===== config.mk =====
export PLATFORM = sky130hd
export DESIGN_NAME = spi_frame_ctrl
export DESIGN_NICKNAME = d
export VERILOG_FILES = /design/src/rtl/spi_frame_ctrl.sv
export SDC_FILE = /design/constraint.sdc
export NUM_CORES = 1
export LEC_CHECK = 0
export CAP_MARGIN = 20
export CORE_MARGIN = 2
export CORE_UTILIZATION = 45
export DETAILED_ROUTE_END_ITERATION = 8
export PLACE_DENSITY_LB_ADDON = 0.08
export SYNTH_ARGS = -nofsm -noshare
export SYNTH_HDL_FRONTEND = slang
export SYNTH_SLANG_ARGS = --single-unit

===== constraint.sdc =====
create_clock -name clk -period 2.2 [get_ports clk]
set_clock_uncertainty 0.2 [all_clocks]
set_input_delay 0.33 -clock clk [delete_from_list [all_inputs] [get_ports clk]]
set_output_delay 0.33 -clock clk [all_outputs]
set_load 0.02 [all_outputs]

===== src/rtl/spi_frame_ctrl.sv =====
// Receives a 128-bit pose/colour frame over SPI in the clk domain and validates it.
// Valid frames wait in a pending register and move to the outputs on the next frame_start pulse.
module spi_frame_ctrl #(
    parameter logic [7:0]  HEADER         = 8'hA5,
    parameter int unsigned X_MAX          = 640,
    parameter int unsigned Y_MAX          = 480,
    parameter int unsigned TIMEOUT_CYCLES = 4096
) (
    input  logic       clk,
    input  logic       reset_n,
    input  logic       sck,
    input  logic       sdi,
    input  logic       load,
    input  logic       frame_start,
    output logic       sdo,
    output logic [9:0] x_1,
    output logic [9:0] y_1,
    output logic [9:0] x_2,
    output logic [9:0] y_2,
    output logic [9:0] x_3,
    output logic [9:0] y_3,
    output logic [9:0] x_4,
    output logic [9:0] y_4,
    output logic [3:0] r,
    output logic [3:0] g,
    output logic [3:0] b,
    output logic       frame_valid,
    output logic       busy,
    output logic [7:0] drop_cnt,
    output logic [1:0] last_err
);

    localparam int unsigned FRAME_W = 128;
    localparam int unsigned CNT_W   = 7;
    localparam int unsigned PAY_W   = 92;
    localparam int unsigned CRD_W   = 10;
    localparam int unsigned CMP_W   = CRD_W + 1;
    localparam int unsigned TMR_W   = $clog2(TIMEOUT_CYCLES + 1);
    localparam int unsigned DROP_W  = 8;

    localparam logic [1:0] ERR_NONE    = 2'd0;
    localparam logic [1:0] ERR_HEADER  = 2'd1;
    localparam logic [1:0] ERR_RANGE   = 2'd2;
    localparam logic [1:0] ERR_TIMEOUT = 2'd3;

    typedef enum logic [1:0] {IDLE, SHIFT, CHECK} state_t;

    state_t               state;
    logic [1:0]           sck_sync;
    logic [1:0]           sdi_sync;
    logic [1:0]           load_sync;
    logic                 sck_d;
    logic [FRAME_W-1:0]   shift_reg;
    logic [CNT_W-1:0]     bit_cnt;
    logic [TMR_W-1:0]     timer;
    logic                 pending;
    logic [PAY_W-1:0]     pend_data;
    logic [PAY_W-1:0]     out_data;

    logic rise_c;
    logic fall_c;
    logic hdr_ok_c;
    logic range_ok_c;
    logic timeout_c;
    logic drop_c;

    assign rise_c = sck_sync[1] & ~sck_d;
    assign fall_c = ~sck_sync[1] & sck_d;
    assign busy   = (state == SHIFT);

    assign {x_1, y_1, x_2, y_2, x_3, y_3, x_4, y_4, r, g, b} = out_data;

    // Frame validation on the completed shift register, used only in CHECK.
    always_comb begin
        hdr_ok_c   = (shift_reg[127:120] == HEADER);
        range_ok_c = 1'b1;
        for (int j = 0; j < 4; j++) begin
            if ({1'b0, shift_reg[91-20*j -: CRD_W]} >= CMP_W'(X_MAX) ||
                {1'b0, shift_reg[81-20*j -: CRD_W]} >= CMP_W'(Y_MAX)) begin
                range_ok_c = 1'b0;
            end
        end
    end

    // Any discard event: timeout, bad frame, or a valid frame overwriting an uncommitted one.
    always_comb begin
        timeout_c = (state == SHIFT) && !load_sync[1] && !rise_c &&
                    (timer == TMR_W'(TIMEOUT_CYCLES - 1));
        drop_c    = timeout_c ||
                    ((state == CHECK) &&
                     (!hdr_ok_c || !range_ok_c || (pending && !frame_start)));
    end

    always_ff @(posedge clk or negedge reset_n) begin
        if (!reset_n) begin
            sck_sync  <= '0;
            sdi_sync  <= '0;
            load_sync <= '0;
            sck_d     <= 1'b0;
        end else begin
            sck_sync  <= {sck_sync[0], sck};
            sdi_sync  <= {sdi_sync[0], sdi};
            load_sync <= {load_sync[0], load};
            sck_d     <= sck_sync[1];
        end
    end

    always_ff @(posedge clk or negedge reset_n) begin
        if (!reset_n) begin
            state       <= IDLE;
            shift_reg   <= '0;
            bit_cnt     <= '0;
            timer       <= '0;
            pending     <= 1'b0;
            pend_data   <= '0;
            out_data    <= '0;
            sdo         <= 1'b0;
            frame_valid <= 1'b0;
            drop_cnt    <= '0;
            last_err    <= ERR_NONE;
        end else begin
            frame_valid <= 1'b0;

            if (fall_c) begin
                sdo <= shift_reg[FRAME_W-1];
            end

            if (drop_c && (drop_cnt != {DROP_W{1'b1}})) begin
                drop_cnt <= drop_cnt + DROP_W'(1);
            end

            // Commit takes the frame pending before this cycle; a frame set in CHECK now waits.
            if (frame_start && pending) begin
                out_data    <= pend_data;
                frame_valid <= 1'b1;
                pending     <= 1'b0;
            end

            case (state)
                IDLE: begin
                    if (load_sync[1]) begin
                        shift_reg <= '0;
                        bit_cnt   <= '0;
                        timer     <= '0;
                        state     <= SHIFT;
                    end
                end
                SHIFT: begin
                    if (load_sync[1]) begin
                        shift_reg <= '0;
                        bit_cnt   <= '0;
                        timer     <= '0;
                    end else if (rise_c) begin
                        shift_reg <= {shift_reg[FRAME_W-2:0], sdi_sync[1]};
                        bit_cnt   <= bit_cnt + CNT_W'(1);
                        timer     <= '0;
                        if (bit_cnt == {CNT_W{1'b1}}) begin
                            state <= CHECK;
                        end
                    end else if (timeout_c) begin
                        last_err <= ERR_TIMEOUT;
                        state    <= IDLE;
                    end else begin
                        timer <= timer + TMR_W'(1);
                    end
                end
                CHECK: begin
                    state <= IDLE;
                    if (!hdr_ok_c) begin
                        last_err <= ERR_HEADER;
                    end else if (!range_ok_c) begin
                        last_err <= ERR_RANGE;
                    end else begin
                        pend_data <= shift_reg[PAY_W-1:0];
                        pending   <= 1'b1;
                        last_err  <= ERR_NONE;
                    end
                end
                default: state <= IDLE;
            endcase
        end
    end

endmodule


### Yosys cells after proc, flatten, opt, wreduce, memory -nomap -nowiden

Cells that the tools add are included.
Widths: inputs -> output; s select.

* register bits: 354
* bits of input ports: 6
* output and inout bits: 105
* word-level logic and storage cells: 105

* add/sub/neg operators: 3
* order comparisons: 8
* equal/unequal tests: 14
* muxes and demuxes: 34
* bitwise operators: 4
* reductions and logical operators: 27

Operators by type and width (count)
* $mux 128: 3
* $pmux 128 s2: 1
* $mux 13: 4
* $ge 10x10->1 const B: 4
* $ge 10x9->1 const B: 4
* $pmux 13 s2: 1
* $mux 7: 3
* $mux 2: 10
* $pmux 7 s2: 1
* $add 13x1->13 const B: 1
* $eq 13x12->1 const B: 1
* $mux 1: 9
* $reduce_and 3->1: 3
* $add 8x1->8 const B: 1
* $eq 8x8->1 const B: 1
* $ne 8x8->1 const B: 1
* $pmux 2 s2: 2
* $reduce_and 4->1: 2
* $add 7x1->7 const B: 1
* $eq 7x7->1 const B: 1
* $logic_and 1x1->1: 7
* $logic_or 1x1->1: 7
* $ne 2x2->1 const B: 3
* $ne 3x1->1 const B: 2
* other kinds (10): 17

### Logic depth before layout (Yosys ltp)

Gate-level depths: netlist (run 1).

* depth in word-level cells: 12
* mapped depth: 8
* depth with buffers taken out: 7

### Worst setup path before layout (run 1)

No wires, ideal clock.

* path type: reg-to-reg
* start: reg shift_reg[121]
* end: reg pend_data[73]
* setup time: 0.125 ns
* arrival time: 1.910 ns
* data required time: 1.875 ns
* slack: -0.035 ns
* stages on the path, launching flop included: 7
* buffers on the path: 2
* period minus slack after synthesis: 2.235 ns
* path through: dfrtp_1 > or4bb_1 > nor4_2 > and2_1 > buf_6 > buf_6 > mux2_2

* longest elaborated chain between the ends: 2

Ends and longest elaborated chain
* from (decl): line 53 `logic [FRAME_W-1:0] shift_reg;`
* from (signal assigned): line 154 `shift_reg <= {shift_reg[FRAME_W-2:0], sdi_sync[1]};`
* $eq 8x8->1: line 75 `hdr_ok_c = (shift_reg[127:120] == HEADER);`
* $reduce_and 3->1 (no source line)
* to (signal assigned): line 174 `pend_data <= shift_reg[PAY_W-1:0];`
* to (decl): line 57 `logic [PAY_W-1:0] pend_data;`

No other way between the ends.
A chain may end at the register's enable or synchronous reset.

### Worst setup path in the final report (run 1)

* start: reg shift_reg[121]
* end: reg pend_data[88]

Same word-level chain as after synthesis.

==> results of run 1 <==
cells in the mapped netlist, drive strengths merged, types with 2 or more instances:
master   count  area share
a22o       125       0.082
a31oi        2     0.00094
and2         4      0.0019
and3        10      0.0051
buf         29       0.016
clkbuf      23      0.0065
dfrtp      354        0.67
ha           3      0.0028
inv          4      0.0011
mux2       187        0.16
nand2       31      0.0087
nand2b       7      0.0033
nand3       12      0.0045
nand4       11      0.0052
nor2        19      0.0054
nor2b        6      0.0028
nor3         4      0.0015
nor4         3      0.0019
o2111ai      2      0.0013
o21a         2      0.0011
o21ai       22      0.0083
xnor2        3      0.0020
xor2         8      0.0053
cell usage in the layout, fill, tap and decap left out, types with 5 or more instances in the layout:
cell type and n:
a22o_1 125, nand2b_1 7, mux2_4 88, nand2_1 29, buf_12 16, clkdlybuf4s50_1 108
and3_1 9, buf_4 64, nand4_1 11, clkbuf_1 7, dfrtp_1 353, clkbuf_8 7
nor2b_1 6, xor2_1 8, nand3_1 11, nor2_1 19, buf_16 5, clkinv_2 7
clkbuf_16 41, mux2_2 97, o21ai_0 16
timing repair:
action | 4_1_cts | 5_1_grt
hold buffers | 1 | 0
gates resized for setup | 93 | 36
pin swaps | 10 | 16
buffers inserted | 16 | 5
hold endpoints to repair | 354 | 0
endpoints found under the setup margin | 101 | 99
cloned | 7 | 2
layout make-up:
cell class                      instances  share of cell area
Inverter                                4            0.000864
Timing Repair Buffer                  205               0.126
Tap cell                              384              0.0277
Sequential cell                       354               0.510
Multi-Input combinational cell        473               0.263
Clock inverter                         12             0.00943
Clock buffer                           53              0.0632
routing by layer:
| layer | vias to the layer above | share of wire | track usage |
|---|---|---|---|
| met5 | - | 0 | 0 |
| met1 | 4089 | 0.49 | 0.265 |
| li1 | 3606 | - | - |
| met2 | 132 | 0.45 | 0.261 |
| met4 | 0 | 0.022 | 0.0517 |
| met3 | 43 | 0.039 | 0.0361 |
cell families (layout without fill, tap and decap cells):
logic type | count (synthesis) | in the layout | share of synthesized area
DFF | 354 | 354 | 0.666
muxes | 187 | 187 | 0.158
AOI/OAI and AO/OA | 160 | 160 | 0.0981
and+or+nand+nor | 111 | 112 | 0.0440
buffers and inverters | 56 | 274 | 0.0234
xor gates and xnor gates | 11 | 11 | 0.00724
adders and majority gates | 3 | 3 | 0.00282
worst max-delay path, cell delays in order, from the launching register on:
cell,delay [ns]
dfrtp_1,0.38
or4bb_4,0.57
nor4_4,0.18
and2_4,0.24
buf_12,0.14
buf_6,0.11
buf_16,0.11
mux2_4,0.29
power by group:
part / internal [mW] / total (mW) / switching [mW] / leakage (nW)
combinational: 0.0828 / 0.345 / 0.262 / 2.89
clock: 3.94 / 6.42 / 2.48 / 0.628
sequential: 6.53 / 6.55 / 0.0171 / 4.92
total: 10.6 / 13.3 / 2.76 / 8.44
worst max-delay path by stage:
stage                         startpoint       endpoint  cells after the start
after CTS                 shift_reg[121]  pend_data[18]                      7
after floorplan           shift_reg[121]  pend_data[73]                      6
after detailed placement   shift_reg[70]  pend_data[54]                      7
after global placement     shift_reg[70]    drop_cnt[4]                      8
final                     shift_reg[121]  pend_data[88]                      7
after global routing      shift_reg[121]  pend_data[88]                      7
through the flow:
stage	hold slack, ns	instance area [sq um]
after CTS	0.0378	17200
after global routing	0.0454	17400
after detailed placement	0.0692	15300
final	0.0601	17400
after global placement	0.0711	15300
after floorplan	-0.166	13300
==> impl_metrics.env, run 1 <==
export IMPL_yosys_warnings=0
export IMPL_setup_tns_final_ns=-7.12
export IMPL_synth_distinct_cells=40
export IMPL_syn_inst=882
export IMPL_synth_flop_cell="dfrtp_1"
export IMPL_hold_class="input pin to flop"
export IMPL_overflow=0
export IMPL_cts_buffers=38
export IMPL_p_per_area_mw_per_mm2=767
export IMPL_register_area_sq_mm=0.00886
export IMPL_drc=0
export IMPL_drtIter0Drc=494
export IMPL_syn_area_sq_mm=0.0133
export IMPL_period_share=1.06
export IMPL_rr_endpoint="pend_data[88]"
export IMPL_antenna_cells=0
export IMPL_clkSinkCount=354
export IMPL_via_per_inst=5.30
export IMPL_start_kind="flop"
export IMPL_cts_buffer_depth=3
export IMPL_setup_violations=89
export IMPL_clk_latency_ns=0.52
export IMPL_coreArea_sq_mm=0.0289
export IMPL_synth_seq_area_share=0.666
export IMPL_stdcell_count=1485
export IMPL_layout_drive_gt1_share=0.326
export IMPL_tightest_slew_ns=0.550
export IMPL_fin_crit_ns=2.34
export IMPL_peakVddDrop_uv=530
export IMPL_holdPathEnd="sdi_sync[0]"
export IMPL_io_pins=111
export IMPL_fill_cells=2230
export IMPL_worstHoldStart="sdi"
export IMPL_p_leak_nw=8.44
export IMPL_largest_register_ffs=128
export IMPL_setup_ws_ns=-0.140
export IMPL_root_buffer="clkbuf_16"
export IMPL_status="complete, but fails checks"
export IMPL_multi_input_area_sq_mm=0.00456
export IMPL_avgSynthCellArea_sq_um=15.1
export IMPL_worstSetupPathType="flop to flop"
export IMPL_start_util=0.460
export IMPL_post_route_util=0.600
export IMPL_wl_per_cell_microns=18.0
export IMPL_nets=1085
export IMPL_rsz0062_at_grt="yes"
export IMPL_r2r_start="shift_reg[121]"
export IMPL_dieArea_sq_mm=0.0309
export IMPL_violations="setup timing"
export IMPL_worst_setup_path_end_kind="flop"
export IMPL_syn_nets=891
export IMPL_grt_use_total=0.177
export IMPL_die_w_microns=176
export IMPL_synth_seq_cells=354
export IMPL_htree_num_levels=2
export IMPL_placedCellCount=1391
export IMPL_r2r_cells=7
export IMPL_maxCapViolations=0
export IMPL_dieHeight_microns=176
export IMPL_grt_max_degree=69
export IMPL_path_clk_slew_ns=0.06
export IMPL_worst_r2r_setup_slack_ns=-0.14
export IMPL_path_max_fanout=5
export IMPL_area_delta_synth_final_pct=30.6
export IMPL_io_buffers=110
export IMPL_vias=7870
export IMPL_required_ns=2.39
export IMPL_place_hpwl_microns=15500
export IMPL_gp_congestion=0.735
export IMPL_cts_tree="done"
export IMPL_slew_viol_final=0
export IMPL_antenna_found_initial=0
export IMPL_postRouteAntennaNets=0
export IMPL_rows=62
export IMPL_hold_violations=0
export IMPL_hold_depth=1
export IMPL_clock_fmax_mhz=427
export IMPL_synthArstFlopShare=1.00
export IMPL_slew_headroom=0.629
export IMPL_grt_pass1_wl_microns=44200
export IMPL_grt_pass1_vias=8181
export IMPL_cp_arrival_ns=2.53
export IMPL_power_mw=13.3
export IMPL_place_ws_ns=-0.330
export IMPL_firstDrtPassIters=4
export IMPL_wl_microns=26800
export IMPL_synth_edff_count=0
Power figures use the tool's default switching activity.
==> run 2: changes to the inputs <==
- CORE_UTILIZATION: 45 -> 35
- HOLD_SLACK_MARGIN: not set -> 0.06
==> run 2 against run 1 <==
  * The run still ends with setup timing left
  * Register-to-register slack improved by 0.03 ns
  * Global-route usage fell by 3.2 points
  * Maximum frequency rose by 1.2%
  * First-iteration DRC count shrank 7.3%
  * Worst setup slack improved by 0.028 ns
  * Utilization fell by 13 points
==> impl_metrics.env, run 2 (same netlist as run 1, synthesis figures left out) <==
export IMPL_status="complete, but fails checks"
export IMPL_violations="setup timing"
export IMPL_cts_tree="done"
export IMPL_area_delta_synth_final_pct=31.6
export IMPL_rsz0062_at_grt="yes"
export IMPL_peakVddDrop_uv=520
export IMPL_setup_tns_final_ns=-6.48
export IMPL_grt_pass1_wl_microns=45700
export IMPL_layout_drive_gt1_share=0.313
export IMPL_io_buffers=110
export IMPL_grt_pass1_vias=8190
export IMPL_r2r_start="shift_reg[121]"
export IMPL_layout_commonest_cell="dfrtp_1"
export IMPL_fin_crit_ns=2.31
export IMPL_io_pins=111
export IMPL_postRouteAntennaNets=0
export IMPL_dieHeight_microns=199
export IMPL_p_per_area_mw_per_mm2=769
export IMPL_period_share=1.05
export IMPL_setup_violations=90
export IMPL_slowest_stage="or4bb_4"
export IMPL_htree_num_levels=2
export IMPL_p_sw_frac=0.212
export IMPL_antenna_found_initial=0
export IMPL_root_buffer="clkbuf_16"
export IMPL_power_clock_fraction=0.485
export IMPL_largest_register_ffs=128
export IMPL_critPathBufInv=2
export IMPL_combPwrFrac=0.028
export IMPL_r2r_cells=6
export IMPL_sequentialPowerShare=0.487
export IMPL_p_int_mw=10.6
export IMPL_grt_max_degree=70
export IMPL_switchingPower_mw=2.85
export IMPL_path_clk_slew_ns=0.06
export IMPL_clkSinkCount=354
export IMPL_nets=1095
export IMPL_firstDrtPassIters=4
export IMPL_die_w_microns=199
export IMPL_slowest_delay_ns=0.56
export IMPL_crit_family="simple AND/OR/NAND/NOR gates"
export IMPL_place_ws_ns=-0.182
export IMPL_gp_congestion=0.721
export IMPL_wl_per_cell_microns=17.7
export IMPL_clock_fmax_mhz=432
export IMPL_rr_endpoint="pend_data[38]"
export IMPL_coreArea_sq_mm=0.0376
export IMPL_drtIter0Drc=458
export IMPL_clk_latency_ns=0.52
export IMPL_start_util=0.354
export IMPL_slew_headroom=0.704
export IMPL_worst_setup_path_end_kind="flop"
export IMPL_drc=0
export IMPL_path_max_fanout=19
export IMPL_via_per_inst=4.88
export IMPL_cp_arrival_ns=2.52
export IMPL_hold_violations=0
export IMPL_rows=71
export IMPL_tightest_slew_ns=0.444
export IMPL_grt_use_total=0.145
export IMPL_vias=7931
export IMPL_cts_buffers=40
export IMPL_p_leak_nw=8.44
export IMPL_worst_r2r_setup_slack_ns=-0.11
export IMPL_mostFrequentLayoutCells="dfrtp_1, a22o_1, mux2_2"
export IMPL_hold_class="input pin to asynchronous set/reset pin"
export IMPL_setup_ws_ns=-0.113
export IMPL_slew_viol_final=0
export IMPL_worstSetupPathType="flop to flop"
export IMPL_maxCapViolations=0
export IMPL_wl_microns=28900
export IMPL_place_hpwl_microns=17100
export IMPL_antenna_cells=0
export IMPL_start_kind="flop"
export IMPL_cts_buffer_depth=3
export IMPL_overflow=0
export IMPL_worstPathCellList="or4bb_4 -> nor4_4 -> and2_4 -> buf_4 -> buf_12 -> mux2_2"
export IMPL_required_ns=2.41
export IMPL_dieArea_sq_mm=0.0396
[run 2: worst register-to-register path: stages (launching register included)]
cell	delay [ns]
dfrtp_1	0.37
or4bb_4	0.56
nor4_4	0.17
and2_4	0.24
buf_4	0.13
buf_12	0.17
mux2_2	0.36
[run 2: timing repair]
action / 4_1_cts / 5_1_grt
setup endpoints to repair: 96 / 100
hold buffers: 4 / 0
pin swaps: 4 / 5
endpoints found under the hold margin: 357 / 0
gates resized for setup: 25 / 52
buffers inserted: 2 / 8
cloned: 0 / 7
[run 2: power by group through the flow]
stage | Clock (mW) | Combinational [mW] | Sequential, mW
global placement | 0 | 0.392 | 6.67
floorplan | 0 | 0.133 | 6.67
CTS | 6.79 | 0.398 | 6.55
global route | 7.06 | 0.435 | 6.55
finish | 6.54 | 0.380 | 6.55
detailed placement | 0 | 0.392 | 6.67
[run 2: worst max path at each step]
stage,start,endpoint,slack (ns),depth (start not counted)
final,shift_reg[121],pend_data[38],-0.11,6
after global routing,shift_reg[121],pend_data[51],-0.21,6
after CTS,shift_reg[121],pend_data[16],-0.13,5
after detailed placement,shift_reg[30],drop_cnt[6],-0.18,8
after global placement,shift_reg[30],drop_cnt[6],-0.17,8
after floorplan,shift_reg[121],pend_data[73],-0.03,6
[run 2: layout make-up]
class                           instances  area, sq um
Timing Repair Buffer                  214         2260
Tap cell                              511          639
Clock inverter                          7         96.3
Fill cell                            3387        20100
Multi-Input combinational cell        472         4430
Clock buffer                           64         1200
Sequential cell                       354         8860
Inverter                                4         15.0
[run 2: metrics by stage]
stage / cell area, sq um / total power [mW] / util / hold WS, ns / std cells
4_1_cts: 17100 / 13.7 / 0.455 / 0.122 / 1611
6_report: 17500 / 13.5 / 0.466 / 0.121 / 1626
5_1_grt: 17500 / 14.0 / 0.466 / 0.146 / 1626
3_5_place_dp: 15700 / 7.06 / 0.417 / 0.0812 / 1534
3_3_place_gp: 15700 / 7.06 / 0.417 / 0.0824 / 1534
2_1_floorplan: 13300 / 6.80 / - / -0.166 / 882
[run 2: routing by layer]
metal | routed length (microns) | part of all wire | up-vias | GRT usage
met5 | 0 | 0 | - | 0
met4 | 453 | 0.016 | 0 | 0.0368
met3 | 1080 | 0.037 | 37 | 0.0278
met2 | 13000 | 0.45 | 109 | 0.214
met1 | 14400 | 0.50 | 4143 | 0.218
li1 | - | - | 3642 | -
